$ cat config.mk
export PLATFORM = sky130hd
export DESIGN_NAME = sec_to_hms
export DESIGN_NICKNAME = d
export VERILOG_FILES = /design/src/rtl/sec_to_hms.sv
export SDC_FILE = /design/constraint.sdc
export NUM_CORES = 1
export LEC_CHECK = 0
export CAP_MARGIN = 20
export CORE_UTILIZATION = 50
export DETAILED_ROUTE_END_ITERATION = 6
export GPL_TIMING_DRIVEN = 0
export PLACE_DENSITY = 0.72
export SLEW_MARGIN = 20
export SYNTH_ARGS = -nofsm -noshare
export SYNTH_HDL_FRONTEND = slang
export SYNTH_SLANG_ARGS = --single-unit
$ cat constraint.sdc
create_clock -name cnt_clk -period 4.51 [get_ports cnt_clk]
set_clock_uncertainty 0.15 [all_clocks]
set_input_delay 1.353 -clock cnt_clk [delete_from_list [all_inputs] [get_ports cnt_clk]]
set_output_delay 1.353 -clock cnt_clk [all_outputs]
set_load 0.05 [all_outputs]
$ cat src/rtl/sec_to_hms.sv
// sec_to_hms -- converts a seconds-of-day count into binary hours, minutes
// and seconds using a restoring (shift-compare-subtract) division. The block
// performs one compare/subtract per clock, so a conversion takes a fixed
// number of cycles.
//
// Timing:
//   - Edge 0 samples start and captures sec_in.
//   - Edges 1-5 produce the hour bits; edges 6-11 produce the minute bits.
//   - Edge 12 publishes the results and pulses done.
//   - Edge 13 returns the block to IDLE.
//
// Ports:
//   cnt_clk  in   rising-edge clock
//   cnt_rst  in   asynchronous active-high reset
//   start    in   conversion request, sampled only while idle
//   sec_in   in   17-bit seconds-of-day to convert
//   busy     out  high from the start edge until the return to idle
//   done     out  one-cycle pulse when hours/minutes/seconds/err update
//   err      out  last captured sec_in exceeded MAX_SEC (results forced to 0)
//   hours    out  0-24
//   minutes  out  0-59
//   seconds  out  0-59
module sec_to_hms #(
  parameter logic [16:0] MAX_SEC = 17'h15180
) (
  input  logic        cnt_clk,
  input  logic        cnt_rst,
  input  logic        start,
  input  logic [16:0] sec_in,
  output logic        busy,
  output logic        done,
  output logic        err,
  output logic [4:0]  hours,
  output logic [5:0]  minutes,
  output logic [5:0]  seconds
);

  localparam logic [16:0] SEC_PER_HOUR = 17'd3600;
  localparam logic [16:0] SEC_PER_MIN  = 17'd60;

  typedef enum logic [1:0] {IDLE, HOUR, MIN, DONE} state_t;

  state_t      state;
  logic [16:0] rem;
  logic [2:0]  idx;
  logic [4:0]  hr_acc;
  logic [5:0]  min_acc;
  logic        oor;
  // Set once the last minute bit is resolved. The cycle it spends high moves
  // the result publication to edge 12.
  logic        settle;

  logic [16:0] div_sh;
  logic        ge;
  logic [16:0] rem_sub;

  // Restoring step.
  //   - The divisor is shifted into place for the current bit index.
  //   - The shift is done at 17 bits, so 3600<<4 = 57600 fits without
  //     truncation.
  always_comb begin
    div_sh  = 17'd0;
    if (state == HOUR) begin
      div_sh = SEC_PER_HOUR << idx;
    end else begin
      div_sh = SEC_PER_MIN << idx;
    end
    ge      = (rem >= div_sh);
    rem_sub = rem - div_sh;
  end

  always_ff @(posedge cnt_clk or posedge cnt_rst) begin
    if (cnt_rst) begin
      state   <= IDLE;
      rem     <= 17'd0;
      idx     <= 3'd0;
      hr_acc  <= 5'd0;
      min_acc <= 6'd0;
      oor     <= 1'b0;
      settle  <= 1'b0;
      busy    <= 1'b0;
      done    <= 1'b0;
      err     <= 1'b0;
      hours   <= 5'd0;
      minutes <= 6'd0;
      seconds <= 6'd0;
    end else begin
      done <= 1'b0;
      case (state)
        IDLE: begin
          if (start) begin
            rem     <= sec_in;
            oor     <= (sec_in > MAX_SEC);
            idx     <= 3'd4;
            hr_acc  <= 5'd0;
            min_acc <= 6'd0;
            settle  <= 1'b0;
            busy    <= 1'b1;
            state   <= HOUR;
          end
        end

        HOUR: begin
          if (ge) begin
            rem    <= rem_sub;
            hr_acc <= hr_acc | (5'd1 << idx);
          end
          if (idx == 3'd0) begin
            idx   <= 3'd5;
            state <= MIN;
          end else begin
            idx <= idx - 3'd1;
          end
        end

        MIN: begin
          if (!settle) begin
            if (ge) begin
              rem     <= rem_sub;
              min_acc <= min_acc | (6'd1 << idx);
            end
            if (idx == 3'd0) begin
              settle <= 1'b1;
            end else begin
              idx <= idx - 3'd1;
            end
          end else begin
            // The remainder is now below 60 and is the seconds field.
            // Out-of-range inputs still take the full latency, but publish
            // zeros with err set.
            settle <= 1'b0;
            done   <= 1'b1;
            state  <= DONE;
            if (oor) begin
              err     <= 1'b1;
              hours   <= 5'd0;
              minutes <= 6'd0;
              seconds <= 6'd0;
            end else begin
              err     <= 1'b0;
              hours   <= hr_acc;
              minutes <= min_acc;
              seconds <= rem[5:0];
            end
          end
        end

        DONE: begin
          busy  <= 1'b0;
          state <= IDLE;
        end

        default: begin
          state <= IDLE;
        end
      endcase
    end
  end

endmodule

* Word level (Yosys, flattened, before mapping)
Cells that the tools add are included.
** Storage, ports and cells
- Register bits after elaboration :: 55
- Input bits :: 20
- Output and inout port bits :: 20
- Word-level logic and storage cells :: 81
** Cells by class
- Add/sub/neg operators :: 2
- $lt $le $gt $ge :: 2
- Equal/unequal tests :: 10
- Shift-type cells :: 4
- Multiplexer cells :: 33
- Bitwise operators :: 2
- Reduce and logical (&&, ||, !) cells :: 15
** Operators with widths (number)
- $mux 17 :: 4
- $pmux 17 s3 :: 1
- $mux 6 :: 5
- $ge 17x17->1 :: 1
- $gt 17x17->1 const B :: 1
- $shl 12x3->17 const A :: 1
- $shl 6x3->17 const A :: 1
- $sub 17x17->17 :: 1
- $mux 5 :: 3
- $mux 3 :: 4
- $ne 2x2->1 const B :: 6
- $pmux 6 s2 :: 1
- $pmux 5 s2 :: 1
- $pmux 3 s3 :: 1
- $reduce_and 3->1 :: 3
- $pmux 2 s4 :: 1
- $reduce_and 2->1 :: 4
- $reduce_and 4->1 :: 2
- $mux 1 :: 7
- $mux 2 :: 3
- $or 6x6->6 :: 1
- $reduce_bool 2->1 :: 3
- $shl 1x3->6 const A :: 1
- $or 5x5->5 :: 1
- 9 further kinds :: 11

* Depth between registers and ports, before layout
Gate-level depths: netlist of the first run.
- Depth after elaboration :: 6
- Depth in mapped cells :: 17
- Gate-level depth less buffers :: 13

* Least setup slack after synthesis of the first run
Ideal clock, no wire load.
- Kind :: reg2reg
- Start :: register idx[1]
- End :: register rem[2]
- Setup time :: 125 ps
- Data arrival time :: 3234 ps
- Required time :: 4235 ps
- Path slack :: 1002 ps
- Cell stages (with the launch flop) :: 17
- Path buffers :: 4
- Clock period less this slack :: 3508 ps
- Cells stage by stage :: dfrtp_1 > clkbuf_1 > clkinv_1 > nor3_1 > nor2_1 > nor2_1 > a21oi_1 > ha_1 > buf_4 > a31o_2 > a211oi_1 > o21ai_0 > a21oi_1 > a31o_2 > buf_6 > buf_6 > mux2_2
** On the way
- Word-level cells in the longest chain between the ends :: 6
- Elaborated cells between the ends (all ways) :: 8
- Classes of those cells :: 1 x add/sub; 1 x order compare; 2 x shift; 4 x mux
** Ends and longest elaborated chain
- start, declared :: RTL line 45 : logic [2:0] idx;
- start signal, assigned :: RTL line 112 : idx <= idx - 3'd1;
- start signal, assigned :: RTL line 125 : idx <= idx - 3'd1;
- $shl 6x3->17 or $shl 12x3->17 (tied branches) :: RTL line 66, 64
- $mux 17 (*) :: RTL line 63 : if (state == HOUR) begin
- $sub 17x17->17 or $ge 17x17->1 (tied branches) :: RTL line 69, 68
- $mux 17 (*) :: RTL line 104, 118
- $mux 17 :: RTL line 117 : if (!settle) begin
- $pmux 17 s3 (*) :: RTL line 89 : case (state)
- end signal, assigned :: RTL line 92 : rem <= sec_in;
- end signal, assigned :: RTL line 105 : rem <= rem_sub;
- end signal, assigned :: RTL line 119 : rem <= rem_sub;
- end, declared :: RTL line 44 : logic [16:0] rem;
Every way passes the cells marked *; elsewhere a longest branch is shown, timed or not. The select of a mux whose other input is x is not followed.
A chain may end at the register's enable or synchronous reset.

* Final worst setup path of the first run
- Start :: register idx[1]
- End :: register rem[4]
Same word-level chain as after synthesis.

==> results of run 1 <==
## per-layer routing
| metal | part of all wire | routed length, um |
|---|---|---|
| met5 | 0 | 0 |
| met4 | 0.014 | 108 |
| met3 | 0.038 | 295 |
| met2 | 0.49 | 3788 |
| met1 | 0.46 | 3528 |
## cell usage in the layout, fill, tap and decap left out, types with 3 or more instances in the layout
cell type and count:
buf_4 3, nand2b_1 21, a31oi_1 4, ha_1 26, xnor2_1 8, a21oi_1 22
o31ai_1 3, a32o_1 3, mux2_2 21, o21ai_0 33, a21o_1 6, clkbuf_8 5
clkbuf_1 15, nand4_1 3, o211ai_1 5, mux2i_1 5, a211oi_1 4, a22o_1 10
nor3_1 5, dfrtp_1 55, o21a_1 3, a31o_2 4, nor2b_1 7, xor2_1 3
inv_1 10, nand3_1 6, nand2_1 43, clkdlybuf4s50_1 39, nor2_1 17
## area by class of cell
cell class                      instances  share of cell area
Multi-Input combinational cell        291              0.4854
Sequential cell                        55              0.3276
Timing Repair Buffer                   39             0.09291
Tap cell                               96             0.02859
Buffer                                 22             0.02591
Clock buffer                            5             0.01638
Inverter                               13             0.01221
Clock inverter                          3             0.01102
## cell families after synthesis
group	Yosys count	share of synthesized area
DFF	55	0.3852
adders and majority gates	26	0.09104
xor gates and xnor gates	11	0.02696
muxes	26	0.08018
AOI/OAI and AO/OA	113	0.2136
and+or+nand+nor	115	0.1590
buffers and inverters	35	0.04412
## metrics by stage
step           worst slack (ps)  cell area (sq um)  utilization  hold slack, ps  instances
2_1_floorplan              1002               3573            -           316.8        381
3_3_place_gp              559.1               4084       0.5978           309.8        516
3_5_place_dp              475.4               4086       0.5982           319.2        516
4_1_cts                   412.0               4202       0.6150           342.6        524
5_1_grt                   21.85               4202       0.6150           354.0        524
6_report                  358.0               4202       0.6150           332.8        524
## worst reg2reg max path, cell delays in order, from the launching register on
cell and delay (ps):
dfrtp_1 380, clkbuf_1 340, clkinv_1 370, nor3_1 320, nor2_1 80, nor2_1 90, a21oi_1 60, ha_1 300
buf_4 170, a31o_2 230, a211oi_1 220, o21ai_0 120, a21oi_1 330, a31o_2 220, buf_6 130, buf_6 160
mux2_2 350
## worst paths after layout
check                                start    endpoint  slack (ps)  cells past startpoint
worst max register to register      idx[1]      rem[4]         360                     16
max in group asynchronous          cnt_rst      rem[2]        2420                      2
min in group asynchronous          cnt_rst    hours[4]        1350                      2
worst min-delay path            seconds[4]  seconds[4]         330                      2
worst max-delay path                idx[1]      rem[4]         360                     16
worst min register to register  seconds[4]  seconds[4]         330                      2
## registers in the layout, summed over array words and instances (netlist names), 2 cells and up
register	flops
state	2
min_acc	6
hours	5
seconds	6
idx	3
rem	17
minutes	6
hr_acc	5
## cell usage after synthesis, types with 3 or more instances
library cell	instances	area share
a211oi_1	4	0.0084
a21o_1	6	0.013
a21oi_1	22	0.031
a22o_1	10	0.025
a31o_2	4	0.0098
a31oi_1	4	0.0070
a32o_1	3	0.0084
buf_4	3	0.0063
clkbuf_1	15	0.016
dfrtp_1	55	0.39
ha_1	26	0.091
inv_1	11	0.012
mux2_2	21	0.066
mux2i_1	5	0.014
nand2_1	43	0.045
nand2b_1	21	0.037
nand3_1	6	0.0084
nand4_1	3	0.0053
nor2_1	17	0.018
nor2b_1	7	0.012
nor3_1	5	0.0070
o211ai_1	5	0.011
o21a_1	3	0.0063
o21ai_0	33	0.046
o31ai_1	3	0.0063
xnor2_1	8	0.020
xor2_1	3	0.0074
==> metrics.yaml, run 1 <==
status: "complete, no violations"
antenna_found_initial: 0
critPathLaunchType: "flop"
syn-cell-area_sq_um: 3573
start_util: 0.5231
postSynthCellCount: 381
grt_pass1_wl_mm: 12.83
cts_root_buf: "clkbuf_8"
maxCapViolations: 0
hpwl_mm: 5.855
rows: 30
cts.repair.resized: 0
cts.sinks: 55
grt_pass1_vias: 2738
hold_buffers: 0
hold_violations: 0
grt_usage: 0.2198
avgSynthCellArea_sq_um: 9.379
critical_path.slowest_cell: "dfrtp_1"
multi_input_comb_area_sq_um: 2039
vias: 2965
period_minus_slack_ps: 4152
hp-class: "reg -> reg"
drtPass1Iterations: 4
grt_use_met3: 0.02952
worstPathRequired_ps: 4560
critical_path_class: "reg -> reg"
critPathBufInv: 5
route.detailed.drc: 0
max_freq_ghz: 0.2409
core-area_sq_um: 6832
ios: 40
die_y_um: 86.54
overflow: 0
nFillCells: 597
finalMaxSlewViolations: 0
critPathCaptureType: "flop"
cp.arrival_ps: 4200
io_buffers: 39
grt_use_met1: 0.2776
cts_tree: "yes"
synth_warnings: 0
cpPeakStageDelay_ps: 380
seq_area_sq_um: 1376
diodes: 0
htreeDepth: 2
grt_max_degree: 56
grt.busiest_layer: "met2"
synth_nets: 427
crit_path_cell_trace: "clkbuf_1 > clkinv_1 > nor3_1 > nor2_1 > nor2_1 > a21oi_1 > ha_1 > buf_4 > a31o_2 > a211oi_1 > o21ai_0 > a21oi_1 > a31o_2 > buf_6 > buf_6 > mux2_2"
fin_setup_tns_ps: 0
cp_max_fo: 10
finalSetupViolCount: 0
synthArstFlopShare: 1.000
slew_headroom: 0.2904
synth_edf_count: 0
drt-total-wl_mm: 7.720
drtIter0Drc: 125
rsz0062_at_grt: "false"
worst_pin_slew_ps: 1051
ys_seq_elements: 55
grt_use_met2: 0.3954
routabilityCongestion: 0.8755
via_per_inst: 5.658
cts_buffers: 5
ys.flop_type: "dfrtp_1"
wire_per_inst_um: 14.73
fin_nets: 473
cts.clk_slew.worst_paths_ps: 110
yosysSeqAreaShare: 0.3852
clk_latency_ps: 320
area_delta_synth_final_pct: 17.58
die_area_sq_um: 7489
min_period_over_period: 0.9206
drive_above_1_share: 0.09813
cpLargestDelayFamily: "compound AO/OA/AOI/OAI gates"
dieWidth_um: 86.54
cts_buffer_depth: 2
cts_setup_buffers: 0
synth_cell_type_count: 52
ant_nets: 0
Power of run 1 is not shown: default switching activity piles up to over one toggle a cycle in this logic, so the estimate is an artifact.
==> inputs of run 2 (changes only) <==
--- a/config.mk
+++ b/config.mk
@@ -6,10 +6,10 @@
 export NUM_CORES = 1
 export LEC_CHECK = 0
 export CAP_MARGIN = 20
-export CORE_UTILIZATION = 50
+export CORE_UTILIZATION = 48
 export DETAILED_ROUTE_END_ITERATION = 6
 export GPL_TIMING_DRIVEN = 0
-export PLACE_DENSITY = 0.72
+export PLACE_DENSITY = 0.7
 export SLEW_MARGIN = 20
 export SYNTH_ARGS = -nofsm -noshare
 export SYNTH_HDL_FRONTEND = slang
==> metrics.yaml, run 2 (synthesis gave the netlist of run 1 again) <==
status: "complete, no violations"
max_freq_ghz: 0.2436  # +1.2%
drtIter0Drc: 117  # -6.4%
rsz0062_at_grt: "false"
drive_above_1_share: 0.09813  # unchanged
whs_path_depth: 2  # unchanged
r2r_slack_ps: 410  # +50 ps
critPathCaptureType: "flop"
grt_max_degree: 56  # unchanged
fin_nets: 473  # unchanged
cp.arrival_ps: 4150  # -50 ps
critical_path.slowest_cell: "dfrtp_1"
cpPeakStageDelay_ps: 380  # about the same
hold_violations: 0  # unchanged
critical_path_class: "reg -> reg"
via_per_inst: 5.529  # -2.3%
cpLargestDelayFamily: "buffers and inverters"
crit_path_cell_trace: "clkbuf_1 > clkinv_1 > nor3_1 > nor2_1 > nor2_1 > a21oi_1 > ha_1 > buf_4 > a31o_2 > a211oi_1 > o21ai_0 > a21oi_1 > a31o_2 > buf_6 > buf_6 > mux2_2"
r2r-start: "idx[1]"
route.detailed.drc: 0  # unchanged
start_util: 0.4953  # -0.02776
grt_pass1_wl_mm: 13.12  # +2.2%
cts_root_buf: "clkbuf_8"
ant_nets: 0  # unchanged
die_area_sq_um: 7793  # +4.1%
routabilityCongestion: 0.8428  # -3.7%
period_minus_slack_ps: 4104  # -47.49 ps
dieWidth_um: 88.28  # +2.0%
hp-class: "reg -> reg"
regMostFlops: "rem"
cts.clk_slew.worst_paths_ps: 110  # about the same
wire_per_inst_um: 14.84  # +0.72%
layout_commonest_cell: "dfrtp_1"
overflow: 0  # unchanged
grt_pass1_vias: 2790  # +1.9%
antenna_found_initial: 0  # unchanged
hp-start: "seconds[2]"
worstPathRequired_ps: 4560  # about the same
critPathBufInv: 5  # unchanged
finalSetupViolCount: 0  # unchanged
hpwl_mm: 6.076  # +3.8%
ios: 40  # unchanged
rows: 31  # +3.3%
maxCapViolations: 0  # unchanged
io_buffers: 39  # unchanged
cts_tree: "yes"
largest_register_ffs: 17  # unchanged
finalMaxSlewViolations: 0  # unchanged
hold_buffers: 0  # unchanged
worst_pin_slew_ps: 1033  # -18.10 ps
cts_buffer_depth: 2  # unchanged
grt_usage: 0.2176  # -0.002198
drt-total-wl_mm: 7.820  # +1.3%
clk_latency_ps: 310  # about the same
area_delta_synth_final_pct: 17.02
cp_max_fo: 10  # unchanged
min_to: "seconds[2]"
cts.sinks: 55  # unchanged
diodes: 0  # unchanged
final_cell_mix: "dfrtp_1, nand2_1, clkdlybuf4s50_1, o21ai_0, ha_1"
htreeDepth: 2  # unchanged
timing.rr.end: "rem[3]"
min_period_over_period: 0.9101  # -0.01053
cts.repair.resized: 0  # unchanged
die_y_um: 88.28  # +2.0%
drtPass1Iterations: 4  # unchanged
reg2reg_depth: 16  # unchanged
nFillCells: 671  # +12%
vias: 2914  # -1.7%
critPathLaunchType: "flop"
cts_buffers: 5  # unchanged
slew_headroom: 0.3027  # +0.01222
core-area_sq_um: 7214  # +5.6%
fin_setup_tns_ps: 0  # unchanged
cts_setup_buffers: 0  # unchanged
==> run 2: worst min-delay path, stage by stage (launching register included) <==
cell	delay (ps)
dfrtp_1	350
nand2_1	50
o21ai_0	60
==> run 2: worst max-delay path by stage <==
stage                  end   start  slack, ps  cells past startpoint
detailed placement  rem[3]  idx[1]        440                     16
global route        rem[3]  idx[1]         80                     16
CTS                 rem[3]  idx[1]        430                     16
global placement    rem[4]  idx[1]        550                     16
finish              rem[3]  idx[1]        410                     16
floorplan           rem[2]  idx[1]       1000                     16
==> run 2: metal layers <==
metal | vias to the layer above | share of wire | global-route usage
li1 | 1468 | - | -
met1 | 1385 | 0.47 | 0.2820
met2 | 52 | 0.50 | 0.3846
met3 | 9 | 0.027 | 0.02519
met4 | 0 | 0.010 | 0.05865
met5 | - | 0 | 0
==> run 2: area by class of cell <==
class | count | area (sq um) | share of cell area
buffer | 22 | 108.9 | 0.02603
clock buffer | 5 | 68.82 | 0.01646
clock inverter | 3 | 22.52 | 0.005386
inverter | 13 | 51.30 | 0.01227
multi-input combinational | 291 | 2039 | 0.4877
sequential | 55 | 1376 | 0.3291
tap | 99 | 123.9 | 0.02962
timing repair buffer | 39 | 390.4 | 0.09336
==> run 2: metrics by stage <==
stage,util,instances,instance area (sq um),hold WS (ps),worst slack (ps)
3_5_place_dp,0.5669,519,4090,319.0,443.8
5_1_grt,0.5796,527,4182,358.8,76.21
6_report,0.5796,527,4182,334.1,405.5
2_1_floorplan,-,381,3573,316.8,1002
4_1_cts,0.5796,527,4182,342.8,433.6
3_3_place_gp,0.5666,519,4088,310.4,554.6
Power of run 2 is left out for the same reason.
==> inputs of run 3 (changes only) <==
--- a/config.mk
+++ b/config.mk
@@ -6,10 +6,13 @@
 export NUM_CORES = 1
 export LEC_CHECK = 0
 export CAP_MARGIN = 20
-export CORE_UTILIZATION = 48
+export CELL_PAD_IN_SITES_DETAIL_PLACEMENT = 0
+export CELL_PAD_IN_SITES_GLOBAL_PLACEMENT = 1
+export CORE_UTILIZATION = 44
 export DETAILED_ROUTE_END_ITERATION = 6
 export GPL_TIMING_DRIVEN = 0
-export PLACE_DENSITY = 0.7
+export PLACE_DENSITY_LB_ADDON = 0.1
+export RECOVER_POWER = 100
 export SLEW_MARGIN = 20
 export SYNTH_ARGS = -nofsm -noshare
 export SYNTH_HDL_FRONTEND = slang
==> metrics.yaml, run 3 (synthesis gave the netlist of run 1 again) <==
drtIter0Drc: 157  # +34%
fin_hold_ws_ps: 330.4  # -3.640 ps
antenna_found_initial: 0  # unchanged
r2r-start: "idx[1]"
wire_per_inst_um: 15.62  # +5.2%
critical_path.slowest_cell: "dfrtp_1"
cts.clk_slew.worst_paths_ps: 100  # about the same
diodes: 0  # unchanged
rows: 32  # +3.2%
slew_headroom: -0.4027  # -0.7054
grt_max_degree: 56  # unchanged
cts.sinks: 55  # unchanged
cts.repair.resized: 0  # unchanged
hpwl_mm: 6.329  # +4.2%
grt_pass1_wl_mm: 14.16  # +7.9%
regMostFlops: "rem"
final_area_sq_um: 4183  # about the same
hold_buffers: 0  # unchanged
hp-start: "minutes[2]"
hp-class: "reg -> reg"
htreeDepth: 2  # unchanged
hold_violations: 0  # unchanged
period_minus_slack_ps: 4122  # +17.85 ps
startpoint: "idx[1]"
overflow: 0  # unchanged
crit_path_cell_trace: "clkbuf_1 > clkinv_1 > nor3_1 > nor2_1 > nor2_1 > a21oi_1 > ha_1 > buf_4 > a31o_2 > a211oi_1 > o21ai_0 > a21oi_1 > a31o_2 > buf_6 > buf_6 > mux2_2"
cpLargestDelayFamily: "buffers and inverters"
drive_above_1_share: 0.09579  # -0.002336
clk_latency_ps: 320  # about the same
critical_path_class: "reg -> reg"
final_cell_mix: "dfrtp_1, nand2_1, o21ai_0, ha_1, dlygate4sd3_1"
io_buffers: 39  # unchanged
die_y_um: 92.12  # +4.3%
routabilityCongestion: 0.8194  # -2.8%
cp.arrival_ps: 4180  # +30 ps
cts_buffers: 5  # unchanged
cts_root_buf: "clkbuf_8"
cp_max_fo: 10  # unchanged
maxCapViolations: 1  # +1
via_per_inst: 5.611  # +1.5%
cpPeakStageDelay_ps: 380  # about the same
fin_setup_tns_ps: 0  # unchanged
status: "complete, but fails checks"
r2r_slack_ps: 390  # -20 ps
min_period_over_period: 0.9140  # +0.003959
critPathLaunchType: "flop"
worst_pin_slew_ps: 2102  # +1069 ps
core-area_sq_um: 7807  # +8.2%
cts_buffer_depth: 2  # unchanged
stdcell_count: 530  # +0.57%
fin_nets: 473  # unchanged
largest_register_ffs: 17  # unchanged
finalSetupViolCount: 0  # unchanged
finalMaxSlewViolations: 56  # +56
worstPathRequired_ps: 4570  # about the same
cts_setup_buffers: 0  # unchanged
vias: 2974  # +2.1%
dp.cells: 522  # +0.58%
place_area_sq_um: 4094  # about the same
rsz0062_at_grt: "false"
grt_usage: 0.2101  # -0.007485
ant_nets: 0  # unchanged
die_area_sq_um: 8486  # +8.9%
cts_tree: "yes"
route.detailed.drc: 0  # unchanged
ios: 40  # unchanged
drt-total-wl_mm: 8.276  # +5.8%
grt_pass1_vias: 2817  # +0.97%
drtPass1Iterations: 6  # +2
violations: "capacitance limit, slew limit"
area_delta_synth_final_pct: 17.05  # about the same
start_util: 0.4577  # -0.03763
dieWidth_um: 92.12  # +4.3%
critPathCaptureType: "flop"
critPathBufInv: 5  # unchanged
max_freq_ghz: 0.2426  # -0.43%
layout_commonest_cell: "dfrtp_1"
run 3: cell types whose count changed in the layout (fill, tap and decap cells not counted), sizes merged:
cell / before / now
clkdlybuf4s50: 39 / 16
dlygate4sd3: 0 / 23
run 3: worst min-delay path, cell delays in order, from the launching register on:
cell and delay (ps):
dfrtp_1 350, nand2_1 40, o21ai_0 60
run 3: through the flow:
| step | setup slack, ps | util |
|---|---|---|
| finish | 387.7 | 0.5357 |
| global route | 11.07 | 0.5357 |
| floorplan | 1002 | - |
| global placement | 489.5 | 0.5240 |
| CTS | 407.5 | 0.5361 |
| detailed placement | 435.2 | 0.5244 |
run 3: routing by layer:
metal / vias to the layer above / track usage / part of all wire
met5: - / 0 / 0
met4: 0 / 0.05078 / 0.012
met3: 7 / 0.02985 / 0.027
met2: 56 / 0.3682 / 0.50
met1: 1441 / 0.2718 / 0.46
li1: 1470 / - / -
run 3: path summary, 6_finish.rpt:
check / endpoint / cells past startpoint
worst max-delay path: rem[5] / 16
worst min-delay path: minutes[2] / 2
worst max register to register: rem[5] / 16
worst min register to register: minutes[2] / 2
max in group asynchronous: idx[2] / 2
min in group asynchronous: rem[0] / 2
run 3: area by class of cell:
| cell class | count | area (sq um) |
|---|---|---|
| timing repair buffer | 39 | 390.4 |
| tap | 102 | 127.6 |
| multi-input combinational | 291 | 2039 |
| sequential | 55 | 1376 |
| fill | 771 | 3625 |
| clock inverter | 3 | 22.52 |
| buffer | 22 | 108.9 |
| clock buffer | 5 | 68.82 |
| inverter | 13 | 48.80 |
Power of run 3 is left out for the same reason.
